### config.mk
export PLATFORM = sky130hd
export DESIGN_NAME = hazard_ctrl_unit
export DESIGN_NICKNAME = d
export VERILOG_FILES = /design/src/rtl/hazard_ctrl_unit.sv
export SDC_FILE = /design/constraint.sdc
export NUM_CORES = 1
export LEC_CHECK = 0
export CAP_MARGIN = 20
export CORE_AREA = 2 2 44 42
export DETAILED_ROUTE_END_ITERATION = 7
export DIE_AREA = 0 0 46 44
export PLACE_DENSITY_LB_ADDON = 0.3
export SYNTH_ARGS = -nofsm -noshare
export SYNTH_HDL_FRONTEND = slang
export SYNTH_SLANG_ARGS = --single-unit
### constraint.sdc
create_clock -name cpu_clk -period 2.26 [get_ports cpu_clk]
set_input_delay 0.452 -clock cpu_clk [delete_from_list [all_inputs] [get_ports cpu_clk]]
set_output_delay 0.452 -clock cpu_clk [all_outputs]
set_load 0.1 [all_outputs]
### src/rtl/hazard_ctrl_unit.sv
// -----------------------------------------------------------------------------
// hazard_ctrl_unit
//
// Pipeline hazard controller. It sits beside the decode stage and drives the
// fetch/decode register control pair (enb, haz), the PC enable, bubble
// insertion into decode/execute and the execute-stage hold. It resolves three
// hazard classes:
//   - load-use stalls (one bubble),
//   - taken-branch flushes (FLUSH_CYC cycles),
//   - multi-cycle execute waits (MC_LAT cycles).
// Outputs are combinational from the registered state and the current inputs,
// so every decision takes effect in the same cycle.
//
// Optional feature (macro PERF_CNT_EN): saturating stall/flush cycle counters
// on ports stall_cnt / flush_cnt. Without the macro those ports do not exist.
//
// Ports
//   cpu_clk      in   clock, rising edge
//   reset        in   asynchronous, active-low reset
//   rs1_d        in   [4:0] decode source register 1
//   rs2_d        in   [4:0] decode source register 2
//   use_rs2_d    in   decode instruction reads rs2
//   rd_e         in   [4:0] execute destination register
//   load_e       in   execute instruction is a load
//   br_taken_e   in   execute branch/jump resolved taken
//   mc_start_e   in   multi-cycle op entered execute (1-cycle pulse)
//   enb          out  [1:0] fetch/decode reg control: 01 load, 00 flush, 10 hold
//   haz          out  1 whenever enb != 01
//   pc_en        out  PC update enable
//   id_ex_flush  out  insert bubble into decode/execute register
//   ex_hold      out  hold the execute stage
//   stall_cnt    out  [CNT_W-1:0] cycles with enb==10 (PERF_CNT_EN only)
//   flush_cnt    out  [CNT_W-1:0] cycles with enb==00 (PERF_CNT_EN only)
// -----------------------------------------------------------------------------
module hazard_ctrl_unit #(
  parameter int FLUSH_CYC = 2,
  parameter int MC_LAT    = 4
`ifdef PERF_CNT_EN
  ,
  parameter int CNT_W     = 32
`endif
) (
  input  logic             cpu_clk,
  input  logic             reset,
  input  logic [4:0]       rs1_d,
  input  logic [4:0]       rs2_d,
  input  logic             use_rs2_d,
  input  logic [4:0]       rd_e,
  input  logic             load_e,
  input  logic             br_taken_e,
  input  logic             mc_start_e,
  output logic [1:0]       enb,
  output logic             haz,
  output logic             pc_en,
  output logic             id_ex_flush,
  output logic             ex_hold
`ifdef PERF_CNT_EN
  ,
  output logic [CNT_W-1:0] stall_cnt,
  output logic [CNT_W-1:0] flush_cnt
`endif
);

  typedef enum logic [1:0] {
    RUN,
    FLUSH,
    MC_WAIT
  } state_t;

  localparam logic [1:0] ENB_LOAD  = 2'b01;
  localparam logic [1:0] ENB_FLUSH = 2'b00;
  localparam logic [1:0] ENB_HOLD  = 2'b10;

  localparam int MAX_CYC = (FLUSH_CYC > MC_LAT) ? FLUSH_CYC : MC_LAT;
  localparam int CW      = $clog2(MAX_CYC) + 1;

  localparam logic [CW-1:0] FLUSH_LOAD = CW'(FLUSH_CYC - 1);
  localparam logic [CW-1:0] MC_LOAD    = CW'(MC_LAT - 1);
  localparam logic [CW-1:0] CNT_ONE    = CW'(1);

  state_t        state;
  logic [CW-1:0] cnt;
  logic          luh;

  // x0 is never written, so a load targeting it can never create a hazard.
  assign luh = load_e && (rd_e != 5'd0) &&
               ((rd_e == rs1_d) || (use_rs2_d && (rd_e == rs2_d)));

  // Output decode: state plus current inputs, forced to the pass-through
  // pattern while reset is asserted.
  always_comb begin
    // NOTE: every output gets a default first so no path can infer a latch.
    enb         = ENB_LOAD;
    pc_en       = 1'b1;
    id_ex_flush = 1'b0;
    ex_hold     = 1'b0;
    if (reset) begin
      unique case (state)
        RUN: begin
          if (br_taken_e) begin
            enb         = ENB_FLUSH;
            id_ex_flush = 1'b1;
          end else if (mc_start_e) begin
            enb     = ENB_HOLD;
            pc_en   = 1'b0;
            ex_hold = 1'b1;
          end else if (luh) begin
            enb         = ENB_HOLD;
            pc_en       = 1'b0;
            id_ex_flush = 1'b1;
          end
        end
        FLUSH: begin
          enb         = ENB_FLUSH;
          id_ex_flush = 1'b1;
        end
        MC_WAIT: begin
          enb     = ENB_HOLD;
          pc_en   = 1'b0;
          ex_hold = 1'b1;
        end
        default: ;
      endcase
    end
  end

  assign haz = (enb != ENB_LOAD);

  // State and down-counter. The first flush/hold cycle happens in RUN, so the
  // counter is loaded with the remaining cycle count and exits at cnt==1.
  always_ff @(posedge cpu_clk or negedge reset) begin
    if (!reset) begin
      state <= RUN;
      cnt   <= '0;
    end else begin
      // NOTE: sequential state uses non-blocking assignments only, so every
      // register samples pre-edge values regardless of statement order.
      unique case (state)
        RUN: begin
          if (br_taken_e) begin
            if (FLUSH_CYC > 1) begin
              cnt   <= FLUSH_LOAD;
              state <= FLUSH;
            end
          end else if (mc_start_e) begin
            if (MC_LAT > 1) begin
              cnt   <= MC_LOAD;
              state <= MC_WAIT;
            end
          end
        end
        FLUSH, MC_WAIT: begin
          cnt <= cnt - CNT_ONE;
          if (cnt == CNT_ONE) state <= RUN;
        end
        default: state <= RUN;
      endcase
    end
  end

`ifdef PERF_CNT_EN
  // Saturating performance counters, one per non-load enb encoding.
  always_ff @(posedge cpu_clk or negedge reset) begin
    if (!reset) begin
      stall_cnt <= '0;
      flush_cnt <= '0;
    end else begin
      if ((enb == ENB_HOLD) && (stall_cnt != '1)) stall_cnt <= stall_cnt + CNT_W'(1);
      if ((enb == ENB_FLUSH) && (flush_cnt != '1)) flush_cnt <= flush_cnt + CNT_W'(1);
    end
  end
`endif

endmodule

Yosys cells after proc, flatten, opt, wreduce, memory -nomap -nowiden
Cells that the tools add are included.
Storage, ports and cells
  bits in registers: 5
  bits in latches: 0
  RAM bits: 0
  memory bits (read-only): 0
  input port bits: 21
  logic and storage cells: 47
  memories: 0
Cells by class
  add/sub/neg operators: 1
  multiply operators: 0
  div/mod/pow operators: 0
  $lt $le $gt $ge: 0
  equality and inequality tests: 8
  shifts and indexed selects: 0
  multiplexer cells: 26
  bitwise gates (word level): 0
  reductions and logical operators: 10
Operators with widths (number)
  two-way mux 2 bit: 7
  two-way mux 1 bit: 11
  == test 5 bit: 2
  two-way mux 3 bit: 2
  one-hot mux 1 bit (2 select lines): 3
  one-hot mux 2 bit (3 select lines): 1
  one-hot mux 3 bit (2 select lines): 1
  nonzero test 5 bit: 1
  one-hot mux 2 bit (2 select lines): 1
  AND reduction 2 bit: 2
  == test 3 x 1 -> 1 bit, second input constant: 1
  logical AND 1 bit: 3
  inequality test 3 bit, second input constant: 1
  subtractor 3 x 1 -> 3 bit, second input constant: 1
  == test 2 x 1 -> 1 bit, second input constant: 1
  == test 2 bit, second input constant: 1
  zero test 2 bit: 1
  inequality test 2 x 1 -> 1 bit, second input constant: 1
  inequality test 2 bit, second input constant: 1
  nonzero test 2 bit: 1
  OR reduction 2 bit: 1
  logical OR 1 bit: 1

Depth between registers and ports, before layout
Gate-level depths: netlist (run 1).
  word-level depth: 10
  depth in mapped cells: 7
  depth with buffers taken out: 7

Worst setup path after synthesis (run 1)
No wires, ideal clock.
  path kind: input to output
  from: input rd_e[3]
  to: output haz
  arrival time: 2.740 ns
  slack: -0.932 ns
  stages on the path: 5
  path buffers: 0
  cell sequence: xor2_1 -> nor4_2 -> a32oi_1 -> or2_4 -> a21oi_1
Between the ends
  longest elaborated chain between the ends: 10
  elaborated cells on any way between the ends: 13
  those cells by class: 3 x eq/ne; 5 x mux; 5 x reduce/logical
Ends and longest elaborated chain
  from (decl): line 48  | input logic [4:0] rd_e,
  == test 5 bit: line 87  | ((rd_e == rs1_d) || (use_rs2_d && (rd_e == rs2_d)));
  logical AND 1 bit: line 87
  logical OR 1 bit: line 87
  logical AND 1 bit (*): line 86  | assign luh = load_e && (rd_e != 5'd0) &&
  two-way mux 2 bit (*): line 107  | end else if (luh) begin
  two-way mux 2 bit (*): line 103  | end else if (mc_start_e) begin
  two-way mux 2 bit (*): line 100  | if (br_taken_e) begin
  one-hot mux 2 bit (3 select lines) (*): line 98  | unique case (state)
  two-way mux 2 bit (*): line 97  | if (reset) begin
  inequality test 2 x 1 -> 1 bit (*): line 127  | assign haz = (enb != ENB_LOAD);
  to (decl): line 53  | output logic haz,
Every way passes the cells marked *; elsewhere a longest branch is shown, timed or not.

Worst setup path after layout (run 1)
  from: input rs2_d[1]
  to: output pc_en
Between the ends
  longest elaborated chain between the ends: 9
Ends and longest elaborated chain
  from (decl): line 46  | input logic [4:0] rs2_d,
  == test 5 bit: line 87
  logical AND 1 bit: line 87
  logical OR 1 bit: line 87
  logical AND 1 bit: line 86
  two-way mux 1 bit: line 107
  two-way mux 1 bit: line 103
  two-way mux 1 bit: line 100
  one-hot mux 1 bit (2 select lines): line 98
  two-way mux 1 bit: line 97
  to (decl): line 54  | output logic pc_en,
No other way between the ends.

==> metrics, run 1 <==
status finished with violations; failing checks negative setup slack; pwr dens 1110 nW/um^2; crit path DAT 1890 ps; # rows 14; clk slew on worst S/H paths 40 ps; Root Driver clkbuf_4; total wire length 1950 um; crit start category input pin; CTS buffer count 3; crit-path max FO 2; Psw 0.663 mW; Final Hold Viols 0; fillers 110; sequential area share after synthesis 20.7%; cell-internal power 0.648 mW; average wire per standard cell 14.5 um; NumNets Final 146; Max Clk Rate 427 MHz; Die Footprint 2020 sq um; worst-skew pair later-pin latency 230 ps; Synth warnings 0; first-pass GRT wire length 2670 um; fin util 75.1%; final instance area 1180 sq um; Die Ht 44 um; Worst-Margin Slew 404 ps; Top FF cell, synth dfrtp_1; most frequent cell on the critical path buf_6; slew margin rel. 72.8%; top cells by count, synth xor2_1 (9), o21ai_0 (8), inv_1 (6); TritonRoute pass-1 iters 4; antenna violations before repair 0; syn avg cell area 8.15 sq um; Register Area 125 sq um; RSZ-0062 raised after global routing true; initial DRC count 10; clock network fraction of total power 7.7%; Largest delay share family, worst path simple AND/OR/NAND/NOR gates; area of the multi-input gates 543 sq um; grt total ovfl 0; crit path kind input pin to primary output; maximum vdd drop 0.763 mV; power share of the combinational group 79.9%; Total GRT Usage 17.8%; post-synthesis sequential element count 5; Slowest-stage cell, CP or2_4; max_cap viols 0; initial cell density of the core 38.3%; largest net degree at the start of global routing 9; Worst setup EP type primary output; setup violators final 4; final non-filler cell total 135; dpl cell area 1030 sq um; Buf+Inv Stages, Crit Path 3; worst path cell trace buf_6 > xor2_2 > nor4_2 > a32oi_1 > or2_4 > buf_6 > a21o_4 > buf_12; Inserted Diodes 0; met1 usage 18.4%; Syn Nets 100; Slew Limit Fails 0; Static Leakage 0.538 nW; EDFF count, synth 0; Final Cycle Share 104%; number of global-route vias before repair 691; met2 usage 36.1%; Die W 46 um; ys async rst share 100%; RD Place Congestion 0.841; # DRC 0; Req. time, crit path 1810 ps; Flop pwr share 12.5%; Mapped Area 603 sq um; Hold Worst Slack 515 ps; WP depth 8; GRT busiest layer met2; TritonCTS clock tree yes; minimum clock period 2340 ps; cell total after placement 125; clk sinks 5; top cell type's share of synthesized area 20.7%; Yosys cell types 30; layout cells sized above 1 46.2%; H-tree depth 1; Core Footprint 1580 sq um; Synth-to-Final Area Change 96.3%; fin worst setup slack -81.1 ps; Antenna Nets Post-Route 0; synth top area cells dfrtp_1 (21%), xor2_1 (13%), ha_1 (10%), o21ai_0 (6.6%), o311ai_4 (4.4%); count leader, synth xor2_1; met3 Use GR 2.50%; Fin Clk Skew 2.41 ps; hold path depth 1; post-DP HPWL 1400 um; switching share of power 50.6%; Mapped Cells 74; setup TNS -231 ps; cells on worst reg2reg path 7; detailed-route vias per instance 5.36; Clock Path Buffers 2; I/O pins 27; cts hold-fix bufs 0; Hold Path Class flip-flop to flip-flop; worst stage delay on the critical path 270 ps; Vias 723; IO Port Bufs 26; cell taking the most area after synthesis dfrtp_1
==> power groups by stage <==
stage               Sequential (mW)  Clock (mW)  Combinational (mW)
global placement              0.161           0               0.923
global route                  0.169       0.112                1.11
CTS                           0.163       0.101               0.991
floorplan                     0.156           0               0.609
detailed placement            0.162           0               0.942
finish                        0.164       0.100                1.05
==> flip-flops by register name, summed over array words and instances (netlist names) <==
name and cells:
cnt 3, state 2
==> timing repair <==
item                       CTS  global route
gates resized for setup     63            16
pin swaps                   19            12
setup buffers                3             3
gates cloned                 0             0
setup endpoints to repair    5             5
==> final timing paths <==
check | startpoint | endpoint | slack (ps)
max | rs2_d[1] | pc_en | -80
max in group asynchronous | reset | state[1] | 1500
min in group asynchronous | reset | cnt[1] | 630
max reg2reg | state[1] | cnt[1] | 760
min | cnt[0] | cnt[0] | 510
min reg2reg | cnt[0] | cnt[0] | 510
==> kinds of logic after synthesis <==
| logic type | synth area share [%] |
|---|---|
| AO/OA/AOI/OAI | 28.0 |
| AND/OR/NAND/NOR | 20.3 |
| XOR/XNOR | 14.5 |
| buffers and inverters | 4.36 |
| adder cells (fa/ha/maj) | 10.4 |
| flip-flops | 20.7 |
| multiplexers | 1.66 |
==> placed cells by master (no fill, tap or decap), types with 3 or more instances in the layout <==
cell,count
buf_2,3
dfrtp_1,5
buf_4,12
buf_6,7
clkbuf_4,3
clkdlybuf4s50_1,5
xor2_1,6
nand2_1,4
inv_1,4
ha_1,4
nor2_1,4
o21ai_0,6
xor2_2,3
a21oi_1,4
clkdlybuf4s15_1,3
buf_12,5
==> layer usage <==
layer | up-vias | share of wire, % | wire (um)
met3 | 2 | 4.9 | 96
met2 | 24 | 58 | 1140
met1 | 346 | 35 | 689
met5 | - | 0 | 0
li1 | 351 | - | -
met4 | 0 | 1.4 | 27
==> layout make-up <==
| cell class | count | area share (%) |
|---|---|---|
| well taps | 16 | 1.69 |
| clock buffers | 4 | 2.22 |
| inverters | 6 | 1.90 |
| multi-input cells | 62 | 45.9 |
| repair buffers | 42 | 37.7 |
| flip-flops and latches | 5 | 10.6 |
==> through the flow <==
stage / power [mW] / worst slack, ps
after global routing: 1.39 / -152
after detailed placement: 1.10 / -498
after CTS: 1.26 / -129
final: 1.31 / -81.1
after global placement: 1.08 / -438
after floorplan: 0.766 / -843
Note: power is estimated with default switching activity, not from simulation.
==> run 2: changes to the inputs <==
--- a/config.mk
+++ b/config.mk
@@ -5,7 +5,6 @@
 export SDC_FILE = /design/constraint.sdc
 export NUM_CORES = 1
 export LEC_CHECK = 0
-export CAP_MARGIN = 20
 export CORE_AREA = 2 2 44 42
 export DETAILED_ROUTE_END_ITERATION = 7
 export DIE_AREA = 0 0 46 44
==> results of run 2 <==
The final DEF is identical to that of run 1; final timing and power are the same.
